$ cat config.mk
export PLATFORM = sky130hd
export DESIGN_NAME = exe_muldiv_iter
export DESIGN_NICKNAME = d
export VERILOG_FILES = /design/src/rtl/exe_muldiv_iter_pkg.sv /design/src/rtl/exe_muldiv_iter_signfix.sv /design/src/rtl/exe_muldiv_iter.sv
export SDC_FILE = /design/constraint.sdc
export NUM_CORES = 2
export LEC_CHECK = 0
export CORE_UTILIZATION = 40
export DETAILED_ROUTE_END_ITERATION = 8
export DONT_BUFFER_PORTS = 1
export PLACE_DENSITY_LB_ADDON = 0.05
export REMOVE_ABC_BUFFERS = 1
export SLEW_MARGIN = 10
export SYNTH_ARGS = -nofsm -noshare
export SYNTH_HDL_FRONTEND = slang
export SYNTH_HIERARCHICAL = 1
export SYNTH_SLANG_ARGS = --single-unit
export TNS_END_PERCENT = 20
$ cat constraint.sdc
create_clock -name clk -period 4.8 [get_ports clk]
set_clock_uncertainty 0.1 [all_clocks]
set_input_delay 1.44 -clock clk [delete_from_list [all_inputs] [get_ports clk]]
set_output_delay 1.44 -clock clk [all_outputs]
set_load 0.02 [all_outputs]
$ cat src/rtl/exe_muldiv_iter_pkg.sv
// Shared types and constants for the iterative multiply/divide unit.
// Operation selectors, FSM state type and opcode classification helpers.
package exe_muldiv_iter_pkg;

  localparam int unsigned XLEN_DEFAULT = 64;
  localparam int unsigned MD_LAT       = XLEN_DEFAULT + 2;

  typedef enum logic [1:0] {MD_IDLE, MD_CALC, MD_FIX, MD_DONE} MdState;

  typedef enum logic [3:0] {
    ALU_ADD, ALU_SUB, ALU_AND, ALU_OR, ALU_XOR, ALU_SLL, ALU_SRL, ALU_SRA,
    ALU_SLT, ALU_MUL, ALU_MULH, ALU_MULHSU, ALU_DIV, ALU_REM
  } AluSel;

  typedef enum logic {OP_UNSIGNED = 1'b0, OP_SIGNED = 1'b1} SignSel;

  function automatic logic is_m_op(AluSel s);
    return s inside {ALU_MUL, ALU_MULH, ALU_MULHSU, ALU_DIV, ALU_REM};
  endfunction

  function automatic logic is_div_op(AluSel s);
    return s inside {ALU_DIV, ALU_REM};
  endfunction

endpackage

$ cat src/rtl/exe_muldiv_iter_signfix.sv
// Combinational sign handling: operand magnitudes, result sign and the
// final two's-complement correction of the unsigned datapath result.
module muldiv_signfix
  import exe_muldiv_iter_pkg::*;
#(
  parameter int unsigned XLEN = 64
) (
  input  AluSel                 sel,
  input  SignSel                sign,
  input  logic [XLEN-1:0]       op1,
  input  logic [XLEN-1:0]       op2,
  output logic [XLEN-1:0]       abs1,
  output logic [XLEN-1:0]       abs2,
  output logic                  res_neg,
  input  logic [2*XLEN-1:0]     res_in,
  input  logic                  res_flip,
  output logic [2*XLEN-1:0]     res_out
);

  logic sgn1_en, sgn2_en, s1, s2;

  always_comb begin
    sgn1_en = 1'b0;
    sgn2_en = 1'b0;
    case (sel)
      ALU_MULH, ALU_DIV, ALU_REM: begin
        sgn1_en = (sign == OP_SIGNED);
        sgn2_en = (sign == OP_SIGNED);
      end
      ALU_MULHSU: sgn1_en = 1'b1;
      default: ;
    endcase
    s1      = sgn1_en & op1[XLEN-1];
    s2      = sgn2_en & op2[XLEN-1];
    abs1    = s1 ? -op1 : op1;
    abs2    = s2 ? -op2 : op2;
    // Remainder follows the dividend; products and quotients follow the sign xor.
    res_neg = (sel == ALU_REM) ? s1 : (s1 ^ s2);
    res_out = res_flip ? -res_in : res_in;
  end

endmodule

$ cat src/rtl/exe_muldiv_iter.sv
// Iterative M-extension unit: radix-2 shift-add multiply and restoring
// divide over one shared register set, with valid/ready on both sides.
module exe_muldiv_iter
  import exe_muldiv_iter_pkg::*;
#(
  parameter int unsigned XLEN  = 64,
  parameter int unsigned TAG_W = 8
) (
  input  logic             clk,
  input  logic             reset_n,
  input  logic             kill,
  input  logic             in_valid,
  output logic             in_ready,
  input  AluSel            in_sel,
  input  SignSel           in_sign,
  input  logic [XLEN-1:0]  in_op1,
  input  logic [XLEN-1:0]  in_op2,
  input  logic [TAG_W-1:0] in_tag,
  output logic             out_valid,
  input  logic             out_ready,
  output logic [XLEN-1:0]  out_data,
  output logic [TAG_W-1:0] out_tag,
  output logic             busy
);

  localparam int unsigned CNT_W = $clog2(XLEN) + 1;
  localparam logic [XLEN-1:0] MIN_VAL = {1'b1, {(XLEN-1){1'b0}}};

  MdState state, state_nxt;
  logic [CNT_W-1:0]  count;
  logic [XLEN-1:0]   hi, lo, mcand;
  AluSel             sel_q;
  logic              res_neg_q;

  logic              accept, div_zero, div_ovf, fast;
  logic [XLEN-1:0]   fast_data, abs1, abs2, result;
  logic              res_neg;
  logic [2*XLEN-1:0] fix_in, fix_out;
  logic [XLEN:0]     mul_sum, div_sh, div_diff;

  assign in_ready  = (state == MD_IDLE);
  assign out_valid = (state == MD_DONE);
  assign busy      = (state != MD_IDLE);
  assign accept    = in_valid && in_ready && !kill;

  assign div_zero  = is_div_op(in_sel) && (in_op2 == '0);
  assign div_ovf   = is_div_op(in_sel) && (in_sign == OP_SIGNED) &&
                     (in_op1 == MIN_VAL) && (in_op2 == '1);
  assign fast      = div_zero || div_ovf;

  always_comb begin
    fast_data = '0;
    if (div_zero)
      fast_data = (in_sel == ALU_DIV) ? '1 : in_op1;
    else if (in_sel == ALU_DIV)
      fast_data = MIN_VAL;
  end

  muldiv_signfix #(.XLEN(XLEN)) u_signfix (
    .sel      (in_sel),
    .sign     (in_sign),
    .op1      (in_op1),
    .op2      (in_op2),
    .abs1     (abs1),
    .abs2     (abs2),
    .res_neg  (res_neg),
    .res_in   (fix_in),
    .res_flip (res_neg_q),
    .res_out  (fix_out)
  );

  always_comb begin
    mul_sum  = {1'b0, hi} + (lo[0] ? {1'b0, mcand} : '0);
    div_sh   = {hi, lo[XLEN-1]};
    div_diff = div_sh - {1'b0, mcand};
    fix_in   = {hi, lo};
    if (is_div_op(sel_q))
      fix_in = {{XLEN{1'b0}}, (sel_q == ALU_REM) ? hi : lo};
    case (sel_q)
      ALU_MUL, ALU_DIV, ALU_REM: result = fix_out[XLEN-1:0];
      ALU_MULH, ALU_MULHSU:      result = fix_out[2*XLEN-1:XLEN];
      default:                   result = '0;
    endcase
  end

  always_ff @(posedge clk or negedge reset_n) begin
    if (!reset_n) state <= MD_IDLE;
    else          state <= state_nxt;
  end

  always_comb begin
    state_nxt = state;
    if (kill) begin
      state_nxt = MD_IDLE;
    end else begin
      case (state)
        MD_IDLE: if (accept) state_nxt = fast ? MD_DONE : MD_CALC;
        MD_CALC: if (count == CNT_W'(1)) state_nxt = MD_FIX;
        MD_FIX:  state_nxt = MD_DONE;
        MD_DONE: if (out_ready) state_nxt = MD_IDLE;
        default: state_nxt = MD_IDLE;
      endcase
    end
  end

  always_ff @(posedge clk or negedge reset_n) begin
    if (!reset_n) begin
      count     <= '0;
      hi        <= '0;
      lo        <= '0;
      mcand     <= '0;
      sel_q     <= ALU_ADD;
      res_neg_q <= 1'b0;
      out_data  <= '0;
      out_tag   <= '0;
    end else if (!kill) begin
      case (state)
        MD_IDLE: if (accept) begin
          out_tag   <= in_tag;
          sel_q     <= in_sel;
          res_neg_q <= res_neg;
          count     <= CNT_W'(XLEN);
          hi        <= '0;
          // Divide keeps the dividend in lo; multiply keeps the multiplier there.
          mcand     <= is_div_op(in_sel) ? abs2 : abs1;
          lo        <= is_div_op(in_sel) ? abs1 : abs2;
          if (fast) out_data <= fast_data;
        end
        MD_CALC: begin
          count <= count - 1'b1;
          if (is_div_op(sel_q)) begin
            if (!div_diff[XLEN]) begin
              hi <= div_diff[XLEN-1:0];
              lo <= {lo[XLEN-2:0], 1'b1};
            end else begin
              hi <= div_sh[XLEN-1:0];
              lo <= {lo[XLEN-2:0], 1'b0};
            end
          end else begin
            hi <= mul_sum[XLEN:1];
            lo <= {mul_sum[0], lo[XLEN-1:1]};
          end
        end
        MD_FIX:  out_data <= result;
        default: ;
      endcase
    end
  end

  a_m_op_only: assert property (@(posedge clk) disable iff (!reset_n)
                                in_valid |-> is_m_op(in_sel));

endmodule

==> out/qor.csv <==
stage,metric,value,unit
status,outcome,"complete, no violations",
floorplan,Starting Density,0.4048,
grt,vias in the first global route,32020,
logic_synthesis,register area share after synthesis,0.2219,
routing,final WL,156.8,mm
floorplan,Die ar.,79520,sq um
routing,vias,33900,
logic_synthesis,XOR/XNOR share of the synthesized area,0.1027,
sta,Setup Viol. Count Final,0,
clocking,CTS Buf Count,39,
sta,relative slew slack,0.3565,
finish,synthesis-to-finish area growth,15.16,%
worst_setup_path,"Slowest-stage cell, CP",nor4_1,
placement,gpl congestion,1.063,
finish,Multi-input gate area,23100,sq um
finish,final core occ,0.4661,
sta,worst hold slack,406.7,ps
sta,Final Hold Vio Count,0,
worst_setup_path,"reg-to-reg slack, setup",120,ps
logic_synthesis,syn avg cell area,7.457,sq um
clocking,hold buffers post-CTS,0,
logic_synthesis,"FFs w/ async S/R, synth",1.000,
worst_setup_path,critical path's top delay family,simple AND/OR/NAND/NOR gates,
logic_synthesis,largest family of logic cells by synthesized area,simple AND/OR/NAND/NOR gates,
floorplan,Row Count,102,
pwr,pwr dens,757.1,nW/um^2
worst_setup_path,WP data required,5150,ps
placement,Port Buffers,0,
worst_setup_path,crit end category,flop,
placement,dpl hpwl,124.6,mm
grt,largest net degree at the start of global routing,279,
worst_setup_path,R2R depth,14,
worst_setup_path,WP depth,14,
worst_setup_path,CP Class,reg2reg,
grt,remaining global-route overflow,0,
logic_synthesis,post-synthesis mux area share,0.07869,
logic_synthesis,Yosys warning total,6,
routing,via-per-instance ratio,6.241,
finish,nets,4649,
worst_setup_path,Crit Path Max Fanout,34,
grt,global-route wire length before repair,225.6,mm
pwr,Overall Power,27.34,mW
pwr,Max VDD drop,0.4072,mV
floorplan,core area,77470,sq um
routing,DRT antenna net count,0,
finish,FF+latch area,6962,sq um
logic_synthesis,synthesized instance count,4205,
sta,RSZ-0062 raised after global routing,yes,
worst_setup_path,CP bufs+invs,3,
sta,Worst-Margin Slew,956.4,ps
finish,fraction of layout cells with a size suffix above 1,0.1517,
finish,Filler cells,8074,
flow_run,max cap viols,0,
sta,Period minus WS final,4680,ps
grt,gr usage total,0.3868,
clocking,clock latency at the later pin of the worst-skew pair,590,ps
grt,initial antenna violation count,4,
clocking,clk sinks,278,
sta,Peak Freq,213.7,MHz
logic_synthesis,Post-Synth Adder-Cell Area,0.05594,
worst_setup_path,CP Data Arrival Time,5030,ps
worst_setup_path,CP cell instances,nand3b_1 -> buf_12 -> and2_1 -> nor4_1 -> nand4_1 -> buf_4 -> nor2_1 -> nand4_1 -> o41ai_1 -> buf_4 -> xnor2_1 -> a22o_1 -> a21oi_1 -> a21oi_1,
worst_setup_path,slowest cell delay on critical path,610,ps
worst_setup_path,Critical path destination,out_data[48],
worst_setup_path,FF-to-FF End,out_data[48],
logic_synthesis,"EDFF count, synth",0,
worst_setup_path,Reg2Reg Launch Point,sel_q[1],
floorplan,Die W,282.0,microns
clocking,CTS H-tree lvls,2,
clocking,TritonCTS clock tree,built,
routing,initial DRC count,3824,
sta,fin. max-slew vios,0,
sta,Final Worst Setup Slack,119.5,ps
clocking,Root Buffer,clkbuf_16,
routing,DRC violations left,0,
sta,Final Cycle Share,0.9751,
clocking,Clock transition at path regs,60,ps
logic_synthesis,Post-Synth Simple-Gate Area,0.2595,
pwr,Pleak,15.47,nW
placement,Place WS,-29.01,ps
logic_synthesis,post-synth cell types,87,
floorplan,die height,282.0,microns
logic_synthesis,dominant synthesized flop cell,dfrtp_1,
logic_synthesis,post-synthesis register bit count,278,
hold_path,Worst Hold Launch,mcand[32],
logic_synthesis,Mapped Area,31360,sq um
hold_path,min-delay worst type,reg2reg,
logic_synthesis,post-synthesis compound-gate area fraction,0.2355,
worst_setup_path,crit start category,flop,
clocking,CTS max path bufs,3,
floorplan,IO Pins,221,
routing,Wirelength per Cell,28.86,microns
worst_setup_path,CP startpoint,sel_q[1],
routing,TritonRoute pass-1 iters,8,
==> cells by family (layout without fill, tap and decap cells) <==
| group | after synthesis | count (layout) |
|---|---|---|
| compound gates | 1198 | 1198 |
| xor+xnor | 367 | 367 |
| fa+ha+maj | 139 | 139 |
| buf+inv | 373 | 558 |
| flops | 278 | 278 |
| mux | 228 | 228 |
| other cells | 0 | 2 |
| simple gates | 1622 | 1622 |
==> worst register-to-register path: stages (launching register included) <==
cell      delay, ps
dfrtp_1         420
nand3b_1        480
buf_12          340
and2_1          320
nor4_1          620
nand4_1         360
buf_4           270
nor2_1          130
nand4_1         150
o41ai_1         580
buf_4           210
xnor2_1          50
a22o_1          260
a21oi_1         190
a21oi_1          80
==> through the flow <==
| stage | std cells | cell area (sq um) | TNS [ps] |
|---|---|---|---|
| floorplan | 3946 | 30350 | -800210 |
| global placement | 5363 | 34800 | -21.61 |
| detailed placement | 5363 | 34800 | -81.89 |
| CTS | 5430 | 36080 | 0 |
| global route | 5430 | 36110 | -54.40 |
| finish | 5432 | 36110 | 0 |
==> synthesized netlist by cell type (all sizes together) (130+ instances only) <==
| library cell | count | area [sq um] |
|---|---|---|
| and2 | 136 | 850.8 |
| xor2 | 130 | 1139 |
| mux2 | 148 | 1667 |
| clkbuf | 208 | 780.8 |
| dfrtp | 278 | 6957 |
| xnor2 | 237 | 2083 |
| ha | 137 | 1714 |
| o21ai | 395 | 1977 |
| nor3 | 147 | 750.7 |
| nor2 | 334 | 1254 |
| nand2 | 498 | 1869 |
| a21oi | 361 | 1810 |
==> placed cells by master (no fill, tap or decap), drive strengths merged, types with 23 or more instances in the layout <==
cell type and count:
mux2 148, buf 377, mux2i 80, a21o 64
and2 136, a22o 70, or4 36, a21oi 361
o41ai 39, nand3 126, clkbuf 55, a211oi 23
a31oi 30, o21bai 24, nand4 70, a22oi 25
dfrtp 278, o211ai 27, nor3 147, or3 42
nor4 89, ha 137, nand2 498, nor2 334
inv 115, nand2b 41, xor2 130, o21ai 395
xnor2 237, o31ai 53
==> layer usage <==
layer  GRT usage  up-vias  part of all wire
li1            -    15570                 -
met1      0.5392    16440              0.44
met2      0.5674     1611              0.42
met3     0.07135      274             0.088
met4      0.1924        8             0.056
met5           0        -           0.00031
==> flip-flops by register name, summed over array words and instances, names as in the netlist <==
register and cells:
hi 64, lo 64, mcand 64, out_data 64
out_tag 8, count 7, sel_q 4, state 2
res_neg_q 1
==> repair_timing <==
action	in CTS	in global routing
endpoints found under the hold margin	0	0
gates resized for setup	1	6
setup endpoints to repair	11	6
setup buffers	0	0
pin swaps	0	0
==> final cells by class <==
cell class / instances / area share
repair buffers: 377 / 0.08427
clock inverters: 12 / 0.004262
multi-input cells: 3554 / 0.6397
inverters: 114 / 0.01185
diodes: 2 / 0.0001386
clock buffers: 55 / 0.03094
flip-flops and latches: 278 / 0.1928
well taps: 1040 / 0.03603
==> how the worst min path moves through the flow <==
stage                     end  depth (start not counted)
floorplan            count[5]                          2
global placement     mcand[6]                          2
detailed placement  mcand[32]                          2
CTS                 mcand[32]                          2
global route        mcand[51]                          0
finish              mcand[32]                          2
==> report_power, final <==
group	internal, mW	switching, mW	leakage, nW
Clock	1.78	1.25	0.628
Sequential	3.46	1.68	3.50
Combinational	7.51	11.7	11.3
(Power assumes the default switching activity.)
